===== src/rtl/gpu_cmd_pkg.sv =====
// Shared opcode, channel and error-code constants for the host command path.
package gpu_cmd_pkg;

    localparam int unsigned NUM_CH_DEF = 8;
    localparam int unsigned OPW_DEF    = 8;

    localparam logic [7:0] OP_NOP               = 8'd0;
    localparam logic [7:0] OP_SWAP              = 8'd1;
    localparam logic [7:0] OP_CLEAN             = 8'd2;
    localparam logic [7:0] OP_LOAD_VERTEX_BEGIN = 8'd3;
    localparam logic [7:0] OP_LOAD_VERTEX_CONT  = 8'd4;
    localparam logic [7:0] OP_LOAD_EDGE_BEGIN   = 8'd5;
    localparam logic [7:0] OP_LOAD_EDGE_CONT    = 8'd6;

    localparam int unsigned CH_SWAP              = 0;
    localparam int unsigned CH_CLEAN             = 1;
    localparam int unsigned CH_LOAD_VERTEX_BEGIN = 2;
    localparam int unsigned CH_LOAD_VERTEX_CONT  = 3;
    localparam int unsigned CH_LOAD_EDGE_BEGIN   = 4;
    localparam int unsigned CH_LOAD_EDGE_CONT    = 5;

    localparam logic [1:0] ERR_NONE    = 2'd0;
    localparam logic [1:0] ERR_ILLEGAL = 2'd1;
    localparam logic [1:0] ERR_TIMEOUT = 2'd2;
    localparam logic [1:0] ERR_STALE   = 2'd3;

    // CONTINUE channels follow their BEGIN channel directly below them.
    localparam logic [7:0] CONT_MASK_DEF = 8'b0010_1000;

endpackage


===== src/rtl/cmd_fifo.sv =====
// Synchronous show-ahead FIFO holding queued command opcodes.
module cmd_fifo #(
    parameter int unsigned DEPTH = 4,
    parameter int unsigned OPW   = 8
) (
    input  logic                     CLK,
    input  logic                     rst,
    input  logic                     push_valid,
    output logic                     push_ready,
    input  logic [OPW-1:0]           wdata,
    input  logic                     pop,
    output logic                     head_valid,
    output logic [OPW-1:0]           head,
    output logic [$clog2(DEPTH):0]   level
);

    localparam int unsigned AW = $clog2(DEPTH);

    logic [OPW-1:0] mem [DEPTH];
    logic [AW:0]    wr_cnt_q, wr_cnt_d;
    logic [AW:0]    rd_cnt_q, rd_cnt_d;
    logic           full;
    logic           do_push;
    logic           do_pop;

    // Counters carry one extra bit so full and empty stay distinguishable.
    always_comb begin
        level      = wr_cnt_q - rd_cnt_q;
        full       = (level == (AW+1)'(DEPTH));
        head_valid = (level != '0);
        push_ready = !full;
        do_push    = push_valid && !full;
        do_pop     = pop && head_valid;
        wr_cnt_d   = do_push ? wr_cnt_q + 1'b1 : wr_cnt_q;
        rd_cnt_d   = do_pop ? rd_cnt_q + 1'b1 : rd_cnt_q;
        head       = mem[rd_cnt_q[AW-1:0]];
    end

    always_ff @(posedge CLK) begin
        if (rst) begin
            wr_cnt_q <= '0;
            rd_cnt_q <= '0;
        end else begin
            wr_cnt_q <= wr_cnt_d;
            rd_cnt_q <= rd_cnt_d;
        end
    end

    always_ff @(posedge CLK) begin
        if (do_push) begin
            mem[wr_cnt_q[AW-1:0]] <= wdata;
        end
    end

endmodule


===== src/rtl/cmd_dispatch.sv =====
// Queues host opcodes and issues each, in order, as a one-cycle strobe to its engine.
module cmd_dispatch
    import gpu_cmd_pkg::*;
#(
    parameter int unsigned        NUM_CH    = NUM_CH_DEF,
    parameter int unsigned        OPW       = OPW_DEF,
    parameter int unsigned        DEPTH     = 4,
    parameter logic [NUM_CH-1:0]  CONT_MASK = NUM_CH'(CONT_MASK_DEF),
    parameter int unsigned        ISSUE_GAP = 1,
    parameter int unsigned        TIMEOUT   = 255
) (
    input  logic                    CLK,
    input  logic                    rst,
    input  logic                    pkt_valid,
    output logic                    pkt_ready,
    input  logic [OPW-1:0]          opcode,
    input  logic [NUM_CH-1:0]       BUSY,
    output logic [NUM_CH-1:0]       CMD,
    output logic                    err,
    output logic [1:0]              err_code,
    output logic [$clog2(DEPTH):0]  level
);

    localparam int unsigned CW = (NUM_CH > 1) ? $clog2(NUM_CH) : 1;
    localparam int unsigned GW = (ISSUE_GAP > 0) ? $clog2(ISSUE_GAP + 1) : 1;
    localparam int unsigned SW = (TIMEOUT > 1) ? $clog2(TIMEOUT + 1) : 1;

    if (CONT_MASK[0]) begin : g_bad_cont_mask
        $error("cmd_dispatch: channel 0 has no predecessor and cannot be a CONTINUE channel");
    end

    logic              head_valid;
    logic [OPW-1:0]    head_op;
    logic              pop;
    logic [NUM_CH-1:0] elig_vec;

    logic [OPW-1:0]    ch_raw;
    logic [CW-1:0]     head_ch;
    logic              head_legal;
    logic              head_cont;
    logic              head_elig;
    logic              stalled;
    logic              do_issue;
    logic              do_illegal;
    logic              do_timeout;

    logic [GW-1:0]     gap_q, gap_d;
    logic [SW-1:0]     stall_q, stall_d;
    logic [NUM_CH-1:0] cmd_q, cmd_d;
    logic              err_q, err_d;
    logic [1:0]        err_code_q, err_code_d;

    cmd_fifo #(
        .DEPTH (DEPTH),
        .OPW   (OPW)
    ) u_fifo (
        .CLK        (CLK),
        .rst        (rst),
        .push_valid (pkt_valid),
        .push_ready (pkt_ready),
        .wdata      (opcode),
        .pop        (pop),
        .head_valid (head_valid),
        .head       (head_op),
        .level      (level)
    );

    // A CONTINUE channel may only go while its BEGIN engine still holds the session.
    for (genvar i = 0; i < NUM_CH; i++) begin : g_elig
        if (i == 0) begin : g_first
            assign elig_vec[i] = CONT_MASK[i] ? 1'b0 : !BUSY[i];
        end else begin : g_rest
            assign elig_vec[i] = CONT_MASK[i] ? BUSY[i-1] : !BUSY[i];
        end
    end

    always_comb begin
        ch_raw     = head_op - OPW'(1);
        head_ch    = ch_raw[CW-1:0];
        head_legal = (head_op != '0) && (head_op <= OPW'(NUM_CH));
        head_cont  = head_legal && CONT_MASK[head_ch];
        head_elig  = head_legal && elig_vec[head_ch];
        stalled    = head_valid && head_legal && !head_elig;

        do_issue   = head_valid && head_elig && (gap_q == '0);
        do_illegal = head_valid && !head_legal;
        do_timeout = stalled && (TIMEOUT != 0) && (stall_q == SW'(TIMEOUT - 1));
        pop        = do_issue || do_illegal || do_timeout;

        stall_d = stall_q;
        if (pop) begin
            stall_d = '0;
        end else if (stalled && (TIMEOUT != 0)) begin
            stall_d = stall_q + 1'b1;
        end

        gap_d = gap_q;
        if (do_issue) begin
            gap_d = GW'(ISSUE_GAP);
        end else if (gap_q != '0) begin
            gap_d = gap_q - 1'b1;
        end

        cmd_d = '0;
        if (do_issue) begin
            cmd_d[head_ch] = 1'b1;
        end

        err_d      = do_illegal || do_timeout;
        err_code_d = err_code_q;
        if (do_illegal) begin
            err_code_d = ERR_ILLEGAL;
        end else if (do_timeout) begin
            err_code_d = head_cont ? ERR_STALE : ERR_TIMEOUT;
        end
    end

    always_ff @(posedge CLK) begin
        if (rst) begin
            gap_q      <= '0;
            stall_q    <= '0;
            cmd_q      <= '0;
            err_q      <= 1'b0;
            err_code_q <= ERR_NONE;
        end else begin
            gap_q      <= gap_d;
            stall_q    <= stall_d;
            cmd_q      <= cmd_d;
            err_q      <= err_d;
            err_code_q <= err_code_d;
        end
    end

    assign CMD      = cmd_q;
    assign err      = err_q;
    assign err_code = err_code_q;

endmodule


===== config.mk =====
export PLATFORM = sky130hd
export DESIGN_NAME = cmd_dispatch
export DESIGN_NICKNAME = d
export VERILOG_FILES = /design/src/rtl/gpu_cmd_pkg.sv /design/src/rtl/cmd_fifo.sv /design/src/rtl/cmd_dispatch.sv
export SDC_FILE = /design/constraint.sdc
export NUM_CORES = 1
export LEC_CHECK = 0
export CORE_ASPECT_RATIO = 0.75
export CORE_MARGIN = 1.5
export CORE_UTILIZATION = 45
export CTS_BUF_LIST = sky130_fd_sc_hd__clkbuf_2
export DETAILED_ROUTE_END_ITERATION = 8
export PLACE_DENSITY = 0.67
export REMOVE_ABC_BUFFERS = 1
export SYNTH_ARGS = -nofsm -noshare
export SYNTH_HDL_FRONTEND = slang
export SYNTH_HIERARCHICAL = 1
export SYNTH_SLANG_ARGS = --single-unit
export TNS_END_PERCENT = 50

===== constraint.sdc =====
create_clock -name CLK -period 5.3 [get_ports CLK]
set_input_delay 0.795 -clock CLK [delete_from_list [all_inputs] [get_ports CLK]]
set_output_delay 0.795 -clock CLK [all_outputs]
set_load 0.01 [all_outputs]

# Yosys cells after proc, flatten, opt, wreduce, memory -nomap -nowiden
# Memory sizes are Yosys's and may differ from the RTL's. A register that Yosys moved wholly into a read port is not among the register bits.
# Cells that the tools add are included.
totals:
  n_memories: 2
  ff_bits: 26
  wordCells: 67
  rom_bits: 8
  mem_bits_rw: 32
  output_inout_bits: 15
  inputBits: 19
  latchBits: 0
mem_list:
  columns: ["memory", "depth", "word_bits", "rd", "rd_clocked_by_memory_dff", "write_ports", "line", "text"]
  rows:
  - ["u_fifo.mem", 4, 8, 1, 1, 1, "cmd_fifo.sv:19", "logic [OPW-1:0] mem [DEPTH];"]
  - ["(no name shown)", 8, 1, 1, 0, 0, "cmd_dispatch.sv:81", "head_cont = head_legal && CONT_MASK[head_ch];"]
op_classes:
  n_reduce_logical: 30
  shift: 0
  muxes: 14
  div: 0
  n_lt_le_gt_ge: 3
  n_mul: 0
  n_addsub: 6
  eq_ne: 2
  bitwise_logic: 2
ops:
  columns: ["cell", "n"]
  rows:
  - ["logical AND 1 bit", 12]
  - ["two-way mux 1 bit", 10]
  - ["zero test 1 bit", 9]
  - ["adder 8 x 1 -> 8 bit, second input constant", 1]
  - ["== test 8 bit, second input constant", 1]
  - ["<= comparator 8 x 4 -> 1 bit, second input constant", 1]
  - ["nonzero test 8 bit", 1]
  - ["adder 3 x 1 -> 3 bit, second input constant", 2]
  - ["OR reduction 2 bit", 3]
  - ["< comparator 3 x 4 -> 1 bit, second input constant", 1]
  - ["two-way mux 2 bit", 2]
  - ["binary-select mux 1 bit (select 3 bit)", 1]
  - ["demux 1 bit (select 3 bit)", 1]
  - ["== test 3 bit, second input constant", 1]
  - ["greater-or-equal comparator 3 x 1 -> 1 bit, second input constant", 1]
  - ["logical OR 1 bit", 3]
  - ["nonzero test 3 bit", 1]
  - ["subtractor 3 x 1 -> 3 bit, second input constant", 1]
  - ["subtractor 3 bit", 1]
  - ["inverter 1 bit", 2]
  - ["nonzero test 2 bit", 1]
  - ["subtractor 1 bit, second input constant", 1]

# Logic depth before layout (Yosys ltp)
logic_depth:
  ltp_word: 11
  mapped_depth: 13
  ltp_nobuf: 11

# Modules after synthesis
# The synthesis kept the hierarchy.
modules_own_cells:
  columns: ["mod", "cells_each", "n_inst", "seq_area_each_um2", "area_each_um2"]
  rows:
  - ["cmd_fifo", 99, 1, 1121.1, 1712.9]
  - ["cmd_dispatch", 109, 1, 400.4, 1016.0]

# Worst setup path before layout
# No wires, ideal clock.
synth_timing:
  path_type: "register -> register"
  from: "register with a tool-made name"
  to: "register with a tool-made name"
  n_path_buf: 2
  period_less_slack_ps: 3337
  stages_incl_launch_ff: 12
  slack_ps: 1963
  t_arrival_ps: 3216
  path_cell_list: "dfxtp_1 > buf_2 > mux4_2 > buf_6 > inv_1 > ha_1 > xor2_2 > mux4_2 > o21ai_0 > o21a_1 > a21boi_2 > mux2_2"

==> run metrics <==
WS Path Type reg2reg; initial drt markers 56; Total Nets Final 275; Via-to-Cell Ratio 5.05; core area 0.00583 sq mm; Routability Congestion 0.751; Setup violations, final 0; P_leak 1.10 nW; dpl hpwl 3010 microns; Reg clk slew, reported paths 0.18 ns; period utilization 68.9%; initial antenna violation count 0; first-pass GRT wire length 7160 microns; Overall Global Routing Usage 14.7%; crit path time final 3.65 ns; wire length per cell 12.8 microns; yosys warns 6; Remaining Overflow, GRT 0; clock tree from TritonCTS built; post-CTS setup buffers 0; area delta synth->final 17.8%; Hold WC Path Type reg2reg; Critical Path Source Type register; most frequent cells in the layout edfxtp_1, clkdlybuf4s50_1, dfxtp_1, nand2_1, nor2_1; cell family with most CP delay multiplexers; fin. max-slew vios 0; Max Fclk 0.274 GHz; Num CTS Buffers 9; Fillers 519; Hold Buf Count CTS 0; die area 0.00655 sq mm; largest net degree at the start of global routing 21; commonest non-fill, non-tap cell in the layout edfxtp_1; critical path, cell by cell mux4_2 > inv_1 > ha_1 > xor2_2 > mux4_2 > o21ai_0 > o21a_1 > a21boi_2 > mux2_2; Cell Rows 24; status finished, final reports clean; worst path bufs/invs 1; Cells after Synth 208; Crit path arrival time 4.03 ns; FFs w/ async S/R, synth 0%; Critical Path Most Common Cell mux4_2; Final TNS setup 0 ns; Mean Syn Cell Area 13.1 sq um; clk_skew 0.0229 ns; quantity of gates resized following cts 0; Die H 70.4 microns; I/O Pins 34; vias in the first global route 1594; Clock Path Buffers 2; maxcap violations 0; slowest stage delay, CP 0.68 ns; share of cells above drive strength 1 16.5%; RSZ-0062 raised after global routing false; Worst setup EP type register; VDD IR max 0.201 mV; register cell area after layout 0.00152 sq mm; post-synthesis sequential area ratio 55.8%; # DRC 0; synthesis-stage register bit count 60; Worst EP required 5.67 ns; Post-Syn Area 0.00273 sq mm; I/O Buffers 31; die width 92.9 microns; P per Cell Area 503 mW/mm^2; Antenna Cells 0; Main synth FF type edfxtp_1; CTS Sinks 60; Routed WL 4170 microns; worst skew pair latency 0.47 ns; Final Hold Vio Count 0; final antenna-violating net count 0; DR pass1 iterations 4; CP max-delay cell dfxtp_1; Cell variety after synth 47; H-tree lvl count 3; routed vias 1650; Multi-input gate area 0.00113 sq mm; Post-synth EDFFs 32; Max transition margin 43.9%; Starting Density 46.8%; Max FO, Critical Path 8; clock root buffer clkbuf_2; Slew @ Worst Pin 0.834 ns; final core occ 55.2%
## per-layer routing
| layer | routed length, microns | up-vias | global-route usage (%) |
|---|---|---|---|
| li1 | - | 840 | - |
| met1 | 2050 | 772 | 18.8 |
| met2 | 1870 | 30 | 22.4 |
| met3 | 175 | 8 | 5.23 |
| met4 | 66 | 0 | 6.57 |
| met5 | 0 | - | 0 |
## through the flow
step	power, mW	std cells	hold slack, ns	instance area [sq um]	worst slack (ns)
after floorplan	1.17	202	0.448	2690	1.91
after global placement	1.35	311	0.462	3100	1.61
after detailed placement	1.36	311	0.483	3100	1.59
after CTS	1.64	327	0.505	3210	1.56
after global routing	1.74	327	0.546	3210	1.37
final	1.62	327	0.503	3210	1.65
## Yosys cell counts (4+ instances only)
cell      count  share of area [%]
xnor2_1       5                1.6
or4_1         4                1.1
mux2_2        5                2.1
a21oi_1       9                1.7
nand2_1      16                2.2
ha_1         11                5.0
o21ai_0       7                1.3
inv_1        11                1.5
dfxtp_1      28                 21
and2_1        5                1.1
nand2b_1      5                1.1
mux4_2        9                7.4
nor2_1       12                1.7
nor3_1        4               0.73
edfxtp_1     32                 35
## final cells by class
type	count	area share, %
clock buffers	11	1.71
clock inverters	5	1.95
inverters	11	1.28
multi-input cells	131	35.0
flip-flops and latches	60	47.3
well taps	78	3.04
repair buffers	31	9.65
## final timing paths
check,start,slack (ns),cells after the start,end
max,register,1.65,9,u_fifo/rd_cnt_q[0]$_SDFFE_PP0P_
min,stall_q[5]$_SDFFE_PP0P_,0.50,2,stall_q[5]$_SDFFE_PP0P_
max reg2reg,register,1.65,9,u_fifo/rd_cnt_q[0]$_SDFFE_PP0P_
min reg2reg,stall_q[5]$_SDFFE_PP0P_,0.50,2,stall_q[5]$_SDFFE_PP0P_
## where the power goes
part	switching (mW)	total, mW	internal, mW
Sequential	0.0464	0.612	0.565
Combinational	0.398	0.725	0.326
Clock	0.167	0.282	0.114
Total	0.612	1.62	1.01
## registers in the layout (all words and copies together) (netlist names), named ones only
name	flops
err_code	2
u_fifo/mem	32
CMD	8
stall_q	8
u_fifo/wr_cnt_q	3
u_fifo/rd_cnt_q	3
err	1
gap_q	1
## cells by family (layout without fill, tap and decap cells)
| group | count (synthesis) | after routing | share of synthesized area (%) |
|---|---|---|---|
| compound gates | 27 | 27 | 6.60 |
| flops | 60 | 60 | 55.8 |
| simple gates | 67 | 67 | 14.7 |
| buf+inv | 17 | 58 | 2.98 |
| fa+ha+maj | 12 | 12 | 5.78 |
| xor+xnor | 8 | 8 | 3.39 |
| mux | 17 | 17 | 10.8 |
## worst min-delay path, delay by kind of cell (launching register included)
kind	cells	cell delay [ns]
AOI/OAI and AO/OA	2	0.12
DFF	1	0.36
Power figures use the tool's default switching activity.
